**config.mk**
```make
export PLATFORM = sky130hd
export DESIGN_NAME = addsub_accumulator_flat
export DESIGN_NICKNAME = d
export VERILOG_FILES = /design/src/rtl/addsub_accumulator_pkg.sv /design/src/rtl/addsub_accumulator_if.sv /design/src/rtl/addsub_core.sv /design/src/rtl/addsub_accumulator.sv /design/src/flat_wrapper.sv
export SDC_FILE = /design/constraint.sdc
export NUM_CORES = 1
export LEC_CHECK = 0
export ABC_AREA = 1
export BUFFER_PORTS_ARGS = -buffer_cell sky130_fd_sc_hd__buf_2
export CAP_MARGIN = 20
export CORE_MARGIN = 4
export CORE_UTILIZATION = 35
export DETAILED_ROUTE_END_ITERATION = 8
export PLACE_DENSITY_LB_ADDON = 0.05
export SKIP_CTS_REPAIR_TIMING = 1
export SLEW_MARGIN = 20
export SYNTH_ARGS = -nofsm -noshare
export SYNTH_HDL_FRONTEND = slang
export SYNTH_HIERARCHICAL = 1
export SYNTH_SLANG_ARGS = --single-unit
```
**constraint.sdc**
```tcl
create_clock -name clk -period 3.3 [get_ports clk]
set_input_delay 0.495 -clock clk [delete_from_list [all_inputs] [get_ports clk]]
set_output_delay 0.495 -clock clk [all_outputs]
set_load 0.01 [all_outputs]
```
**src/rtl/addsub_accumulator_pkg.sv**
```systemverilog
// Shared types and default parameters for the add/subtract accumulator.
// State encoding is fixed so debug dumps decode the same everywhere.
package addsub_accumulator_pkg;

    localparam int N_DEF   = 4;
    localparam int G_DEF   = 4;
    localparam int SAT_DEF = 1;
    localparam int CW_DEF  = 8;

    typedef enum logic [1:0] {
        IDLE  = 2'd0,
        ACCUM = 2'd1,
        HOLD  = 2'd2
    } state_t;

endpackage

```
**src/rtl/addsub_accumulator_if.sv**
```systemverilog
// Beat input and result output bundle of the accumulator.
// master = producer/consumer side, slave = accumulator side.
interface addsub_accumulator_if
    import addsub_accumulator_pkg::*;
#(
    parameter int N  = N_DEF,
    parameter int G  = G_DEF,
    parameter int CW = CW_DEF
) ();

    logic              in_valid;
    logic              in_ready;
    logic [N-1:0]      a;
    logic [N-1:0]      b;
    logic              k;
    logic              last;
    logic              out_valid;
    logic              out_ready;
    logic [N+G-1:0]    acc_out;
    logic              ovf;
    logic [CW-1:0]     beats;

    modport master (
        output in_valid, a, b, k, last, out_ready,
        input  in_ready, out_valid, acc_out, ovf, beats
    );

    modport slave (
        input  in_valid, a, b, k, last, out_ready,
        output in_ready, out_valid, acc_out, ovf, beats
    );

endinterface

```
**src/rtl/addsub_core.sv**
```systemverilog
// Ripple full-adder chain computing A + B or A - B exactly in N+1 bits.
// Subtract inverts B and injects k as the carry into bit 0.
module addsub_core
    import addsub_accumulator_pkg::*;
#(
    parameter int N = N_DEF
) (
    input  logic [N-1:0] A,
    input  logic [N-1:0] B,
    input  logic         k,
    output logic [N:0]   S
);

    logic [N:0] x;
    logic [N:0] y;
    logic [N:0] c;

    assign x    = {A[N-1], A};
    assign y    = {B[N-1], B} ^ {(N+1){k}};
    assign c[0] = k;

    // One full-adder cell per bit; the final carry-out is not needed
    // because the sign-extended result cannot exceed N+1 bits.
    for (genvar i = 0; i <= N; i++) begin : g_fa
        assign S[i] = x[i] ^ y[i] ^ c[i];
        if (i < N) begin : g_carry
            assign c[i+1] = (x[i] & y[i]) | (c[i] & (x[i] ^ y[i]));
        end
    end

endmodule

```
**src/rtl/addsub_accumulator.sv**
```systemverilog
// Frame accumulator of signed add/subtract beats with overflow handling.
// Result is held in HOLD until the consumer takes it.
module addsub_accumulator
    import addsub_accumulator_pkg::*;
#(
    parameter int N   = N_DEF,
    parameter int G   = G_DEF,
    parameter int SAT = SAT_DEF,
    parameter int CW  = CW_DEF
) (
    input logic                 clk,
    input logic                 rst_n,
    addsub_accumulator_if.slave io
);

    localparam int W = N + G;

    localparam logic [W-1:0] ACC_MAX  = {1'b0, {(W-1){1'b1}}};
    localparam logic [W-1:0] ACC_MIN  = {1'b1, {(W-1){1'b0}}};
    localparam logic [CW-1:0] BEAT_MAX = '1;

    state_t        state;
    logic [W-1:0]  acc;
    logic          ovf_q;
    logic [CW-1:0] beats_q;

    logic          in_ready;
    logic          accept;
    logic          first;
    logic [N:0]    d;
    logic [W:0]    d_ext;
    logic [W:0]    base;
    logic [W:0]    sum;
    logic          sum_ovf;
    logic [W-1:0]  acc_nxt;
    logic [CW-1:0] beats_nxt;

    addsub_core #(
        .N (N)
    ) u_core (
        .A (io.a),
        .B (io.b),
        .k (io.k),
        .S (d)
    );

    // Accept beats unless a result is waiting on a stalled consumer.
    assign in_ready = rst_n & ((state != HOLD) | io.out_ready);
    assign accept   = io.in_valid & in_ready;

    // Any beat taken outside an open frame starts a new one.
    assign first    = (state != ACCUM);

    assign d_ext    = {{(W-N){d[N]}}, d};
    assign base     = first ? '0 : {acc[W-1], acc};
    assign sum      = base + d_ext;
    assign sum_ovf  = sum[W] ^ sum[W-1];

    // Next accumulator value: clamp or wrap when the sum leaves W bits.
    always_comb begin
        acc_nxt = sum[W-1:0];
        if (sum_ovf && (SAT != 0)) begin
            acc_nxt = sum[W] ? ACC_MIN : ACC_MAX;
        end
    end

    // Beat counter restarts at one per frame and sticks at its ceiling.
    always_comb begin
        beats_nxt = beats_q;
        if (first) begin
            beats_nxt = {{(CW-1){1'b0}}, 1'b1};
        end else if (beats_q != BEAT_MAX) begin
            beats_nxt = beats_q + 1'b1;
        end
    end

    // Frame FSM plus accumulator, sticky overflow and beat count.
    always_ff @(posedge clk) begin
        if (!rst_n) begin
            state   <= IDLE;
            acc     <= '0;
            ovf_q   <= 1'b0;
            beats_q <= '0;
        end else if (accept) begin
            acc     <= acc_nxt;
            ovf_q   <= sum_ovf | (ovf_q & ~first);
            beats_q <= beats_nxt;
            state   <= io.last ? HOLD : ACCUM;
        end else if ((state == HOLD) && io.out_ready) begin
            state   <= IDLE;
        end
    end

    assign io.in_ready  = in_ready;
    assign io.out_valid = (state == HOLD);
    assign io.acc_out   = acc;
    assign io.ovf       = ovf_q;
    assign io.beats     = beats_q;

endmodule
```
**src/flat_wrapper.sv**
```systemverilog
// flat-port wrapper written by rule: the top's interface ports become plain ports
module addsub_accumulator_flat import addsub_accumulator_pkg::*;
#(
    parameter int N   = N_DEF,
    parameter int G   = G_DEF,
    parameter int SAT = SAT_DEF,
    parameter int CW  = CW_DEF
)
  (clk, rst_n, io_in_valid, io_a, io_b, io_k, io_last, io_out_ready, io_in_ready, io_out_valid, io_acc_out, io_ovf, io_beats);
  addsub_accumulator_if #(.N(N), .G(G), .CW(CW)) io_i ();
  input logic clk;
  input logic rst_n;
  input wire logic [$bits(io_i.in_valid)-1:0] io_in_valid;
  input wire logic [$bits(io_i.a)-1:0] io_a;
  input wire logic [$bits(io_i.b)-1:0] io_b;
  input wire logic [$bits(io_i.k)-1:0] io_k;
  input wire logic [$bits(io_i.last)-1:0] io_last;
  input wire logic [$bits(io_i.out_ready)-1:0] io_out_ready;
  output wire logic [$bits(io_i.in_ready)-1:0] io_in_ready;
  output wire logic [$bits(io_i.out_valid)-1:0] io_out_valid;
  output wire logic [$bits(io_i.acc_out)-1:0] io_acc_out;
  output wire logic [$bits(io_i.ovf)-1:0] io_ovf;
  output wire logic [$bits(io_i.beats)-1:0] io_beats;
  assign io_i.in_valid = io_in_valid;
  assign io_i.a = io_a;
  assign io_i.b = io_b;
  assign io_i.k = io_k;
  assign io_i.last = io_last;
  assign io_i.out_ready = io_out_ready;
  assign io_in_ready = io_i.in_ready;
  assign io_out_valid = io_i.out_valid;
  assign io_acc_out = io_i.acc_out;
  assign io_ovf = io_i.ovf;
  assign io_beats = io_i.beats;
  addsub_accumulator #(.N(N), .G(G), .SAT(SAT), .CW(CW)) u_core (.clk(clk), .rst_n(rst_n), .io(io_i));
endmodule
```
Yosys cells after proc, flatten, opt, wreduce, memory -nomap -nowiden --
Cells that the tools add are included.
Operators by class: multiplexer cells 8, add/subtract/negate cells 2, reductions and logical operators 4, bitwise gates (word level) 30, equality and inequality tests 4
Operators with widths (count):
- two-way mux 8 bit | 4
- bitwise AND 1 bit | 11
- XOR 1 bit | 11
- adder 9 bit | 1
- two-way mux 9 bit | 1
- adder 8 x 1 -> 8 bit (second input constant) | 1
- != test 8 bit (second input constant) | 1
- two-way mux 2 bit | 3
- bitwise OR 1 bit | 6
- XOR 5 bit | 1
- nonzero test 2 bit | 2
- == test 2 bit (second input constant) | 1
- != test 2 x 1 -> 1 bit (second input constant) | 1
- != test 2 bit (second input constant) | 1
- AND reduction 2 bit | 1
- logical AND 1 bit | 1
- NOT 1 bit | 1
Word-level totals: output and inout port bits 19, input port bits 14, register bits 19, word-level logic and storage cells 52

Depth between registers and ports, before layout --
depth after elaboration 14, gate-level depth with buffers 19, depth with buffers taken out 19

Hierarchy --
Netlist, hierarchy kept.
By module, submodules not included:
- addsub_accumulator | area each 1412.6 sq um, cells each 204, sequential area each 380.4 sq um, instances 1
- addsub_core | area each 185.2 sq um, cells each 32, sequential area each 0.0 sq um, instances 1

Worst setup path before layout --
Ideal clock, no wire load.
path type input -> register, from input port io_k, to register u_core.acc[2], in the netlist u_core/io.acc_out[2], slack 0.196 ns, buffers on the path 0, stages on the path 16, required time 3.176 ns, library setup time 0.124 ns, data arrival time 2.980 ns, path through inv_2 nand2_1 nand2_1 fa_1 inv_1 fa_1 fa_1 inv_1 ha_1 or2_1 nand3_2 nand2_2 nand2_1 nand2_2 a21oi_4 a21boi_2
On the way: elaborated cells between the ends (all ways) 27, classes of those cells 1 x add/sub; 2 x mux; 24 x bitwise
RTL lines:
- from (decl) | RTL line flat_wrapper.sv:16 | input wire logic [$bits(io_i.k)-1:0] io_k;
- XOR 5 bit | RTL line addsub_core.sv:19 | assign y = {B[N-1], B} ^ {(N+1){k}};
- XOR 1 bit | RTL line addsub_core.sv:27 | assign c[i+1] = (x[i] & y[i]) | (c[i] & (x[i] ^ y[i]));
- bitwise AND 1 bit | RTL line addsub_core.sv:27
- bitwise OR 1 bit | RTL line addsub_core.sv:27
- bitwise AND 1 bit | RTL line addsub_core.sv:27
- bitwise OR 1 bit | RTL line addsub_core.sv:27
- bitwise AND 1 bit | RTL line addsub_core.sv:27
- bitwise OR 1 bit | RTL line addsub_core.sv:27
- XOR 1 bit (*) | RTL line addsub_core.sv:25 | assign S[i] = x[i] ^ y[i] ^ c[i];
- named net u_core.d[3] | RTL line addsub_accumulator.sv:30 | logic [N:0] d;
- adder 9 bit (*) | RTL line addsub_accumulator.sv:56 | assign sum = base + d_ext;
- two-way mux 8 bit or XOR 1 bit (tied branches) | RTL line addsub_accumulator.sv:63, addsub_accumulator.sv:57
- two-way mux 8 bit (*) | RTL line addsub_accumulator.sv:62 | if (sum_ovf && (SAT != 0)) begin
- to (signal assigned) | RTL line addsub_accumulator.sv:85 | acc <= acc_nxt;
- to (decl) | RTL line addsub_accumulator.sv:23 | logic [W-1:0] acc;
Mark *: on every way through the listed nets, which the timed path passes. The rest lies on a longest branch. A chain may end at the register's enable or synchronous reset.

Worst setup path after layout --
from input port io_k, to register u_core.ovf_q, in the netlist u_core/io.ovf
On the way: cells in the longest elaborated chain, start to end 14, elaborated cells between the ends (all ways) 26, classes of those cells 1 x add/sub; 25 x bitwise
RTL lines:
- XOR 5 bit | RTL line addsub_core.sv:19
- XOR 1 bit | RTL line addsub_core.sv:27
- bitwise AND 1 bit | RTL line addsub_core.sv:27
- bitwise OR 1 bit | RTL line addsub_core.sv:27
- bitwise AND 1 bit | RTL line addsub_core.sv:27
- bitwise OR 1 bit | RTL line addsub_core.sv:27
- bitwise AND 1 bit | RTL line addsub_core.sv:27
- bitwise OR 1 bit | RTL line addsub_core.sv:27
- bitwise AND 1 bit | RTL line addsub_core.sv:27
- bitwise OR 1 bit | RTL line addsub_core.sv:27
- XOR 1 bit (*) | RTL line addsub_core.sv:25
- named net u_core.d[4] | RTL line addsub_accumulator.sv:30
- adder 9 bit (*) | RTL line addsub_accumulator.sv:56
- XOR 1 bit (*) | RTL line addsub_accumulator.sv:57 | assign sum_ovf = sum[W] ^ sum[W-1];
- bitwise OR 1 bit (*) | RTL line addsub_accumulator.sv:86 | ovf_q <= sum_ovf | (ovf_q & ~first);
- to (signal assigned) | RTL line addsub_accumulator.sv:86
- to (decl) | RTL line addsub_accumulator.sv:24 | logic ovf_q;
Marked as above.

==> results.ini <==
[run_status]
status = completed

[worst_setup_path]
start_kind = input pin
cp_slowest_cell = fa_1
worst-path-buf-inv = 5
cp_max_fo = 4
cp_common_cell = nand2_1
required_ns = 3.49
crit_family = adder cells
critical_path_class = in -> reg
cpPeakStageDelay_ns = 0.48
crit_arrival_ns = 3.27
end_kind = flip-flop
crit_chain = buf_2 -> inv_2 -> nand2_1 -> nand2_1 -> fa_1 -> inv_1 -> fa_1 -> fa_1 -> ha_1 -> buf_4 -> nand2_1 -> nor2_2 -> nand3_2 -> nand2_2 -> nand2_1 -> nand2_2 -> buf_4 -> nand2_1 -> nand2_1 -> nand2_1 -> a21oi_2

[synth]
synth.ff_latch_count = 19
yosys-top-cells-area = dfxtp_1 (24%), nand2_1 (14%), inv_1 (9.4%)
yosysWarnings = 6
netlist_area_um2 = 1600
synth_top_area_share = 0.238
syn_area_per_cell_um2 = 6.77
ys_seq_area_frac = 0.238
postSynthNetCount = 264
synth_top_area_cell = dfxtp_1
synth_edf_count = 0
synth-main-ff-cell = dfxtp_1
syn-instance-count = 236
synth_cell_types = 27
synthArstFlopShare = 0

[job]
drv_cap = 0

[global_routing]
grt_overflow = 0
track_usage = 0.136
grt_pass1_wl_um = 5980
grt_pass1_vias = 1363
grt_max_degree = 16
antenna_found_initial = 0

[clock_network]
clk-insertion-delay-late_ns = 0.26
path_clk_slew_ns = 0.07
cts_root_buf = clkbuf_8
h-tree-depth = 1
cts.sinks = 19
clk_path_buf_depth = 2
cts_tree = done
numCtsBuffers = 3

[placed_design]
dp_hpwl_um = 2930
globalplace.congestion = 0.794
port-buffer-count = 32
placed_area_um2 = 1930

[drt]
drt-vias-per-instance = 4.51
drt_first_pass_iters = 4
drc = 0
antenna_left = 0
drt_iter0_drc = 53
vias = 1516
routed_wl_um = 3540
wire_per_inst_um = 10.5

[floorplanning]
placementRows = 24
die_h_um = 75.6
coreArea_um2 = 4380
initial_core_util = 0.364
fp.dieW_um = 75.6
die-area_um2 = 5710
io-pin-count = 33

[final_layout]
fin_area_um2 = 1980
area_growth_pct = 23.7
nets = 313
drive_above_1_share = 0.299
diodes = 0

[sta]
maxSlewViolCount = 0
finClkSkew_ns = 0.00368
finalCritPeriodShare = 0.932
fmax_mhz = 325
slew-limit-headroom = 0.740
tightest_slew_ns = 0.386
setup_viol = 0
period_minus_slack_ns = 3.07
holdWs_ns = 0.465
hold_viol = 0
fin_tns_setup_ns = 0
rsz0062_at_grt = no

[pwr]
powerDensity_nw_per_um2 = 358
ir_drop_v = 0.000149
p_leak_uw = 0.00104

[hold_path]
hold_class = reg -> reg

## layout make-up
type | instances | area (µm²)
Sequential cell | 19 | 380
Fill cell | 487 | 2410
Tap cell | 52 | 65.1
Inverter | 46 | 175
Timing Repair Buffer | 46 | 278
Clock buffer | 4 | 45.0
Multi-Input combinational cell | 169 | 1030
## metal layers
layer  up-vias  part of all wire  wire length [µm]  global-route usage
li1        830                 -                 -                   -
met5         -                 0                 0                   0
met4         0            0.0031                11              0.0233
met3         3             0.045               159              0.0356
met1       659              0.51              1800               0.195
met2        24              0.44              1570               0.209
## registers in the layout (all words and copies together), names as in the netlist
name,flops
u_core/io.acc_out,8
u_core/io.beats,8
u_core/io.ovf,1
u_core/state,2
## layout by cell type, fill, tap and decap left out, types with 2 or more instances in the layout
cell type / synthesis / final
clkbuf_8: 0 / 3
or2_1: 2 / 2
nor2_2: 4 / 4
dfxtp_1: 19 / 19
inv_2: 5 / 5
nor3_1: 4 / 4
a21boi_2: 7 / 7
o21ai_0: 11 / 11
nor2_1: 22 / 22
nand3_2: 3 / 3
a21oi_4: 2 / 2
a21oi_1: 9 / 9
inv_1: 40 / 40
buf_4: 0 / 13
nand3_1: 9 / 9
nand2_1: 61 / 61
fa_1: 5 / 5
xnor2_1: 5 / 5
buf_2: 1 / 32
nand2_2: 9 / 9
ha_1: 9 / 9
a21oi_2: 2 / 2
## where the power goes
part           internal (µW)  switching [µW]  leakage, µW  total (µW)
Combinational            130             159     0.000857         289
Clock                   85.9            75.9    0.0000228         162
Sequential               247            10.5     0.000156         257
## through the flow
step | instances | util | setup WS, ns | power, µW
2_1_floorplan | 236 | - | 0.196 | 452
3_3_place_gp | 332 | 0.441 | -0.0381 | 556
3_5_place_dp | 332 | 0.441 | -0.0467 | 556
4_1_cts | 336 | 0.451 | 0.212 | 723
5_1_grt | 336 | 0.451 | 0.00700 | 769
6_report | 336 | 0.451 | 0.225 | 708
## worst paths after layout
path | to | depth (start not counted) | slack [ns] | start
max | u_core/io.ovf | 21 | 0.23 | io_k
min | u_core/io.beats[4] | 2 | 0.47 | u_core/io.beats[4]
max reg2reg | u_core/io.ovf | 19 | 0.72 | u_core/state[0]
min reg2reg | u_core/io.beats[4] | 2 | 0.47 | u_core/io.beats[4]
## cells by family after synthesis
| group | synth area share |
|---|---|
| adders and majority gates | 0.133 |
| and+or+nand+nor | 0.335 |
| xor gates and xnor gates | 0.0274 |
| AOI/OAI and AO/OA | 0.151 |
| DFF | 0.238 |
| buffers and inverters | 0.115 |
## tightest hold or removal path: stages, from the launching register on
cell     delay [ns]
dfxtp_1        0.32
inv_1          0.05
a21oi_1        0.05
## synth_stat cells (4+ instances only)
master	instances
a21boi_2	7
nor3_1	4
nor2_2	4
nor2_1	22
nand3_1	9
inv_2	5
inv_1	40
dfxtp_1	19
xnor2_1	5
nand2_2	9
a21oi_1	9
nand2_1	61
fa_1	5
ha_1	9
o21ai_0	11
No activity file was read; power rests on OpenSTA's default activity.
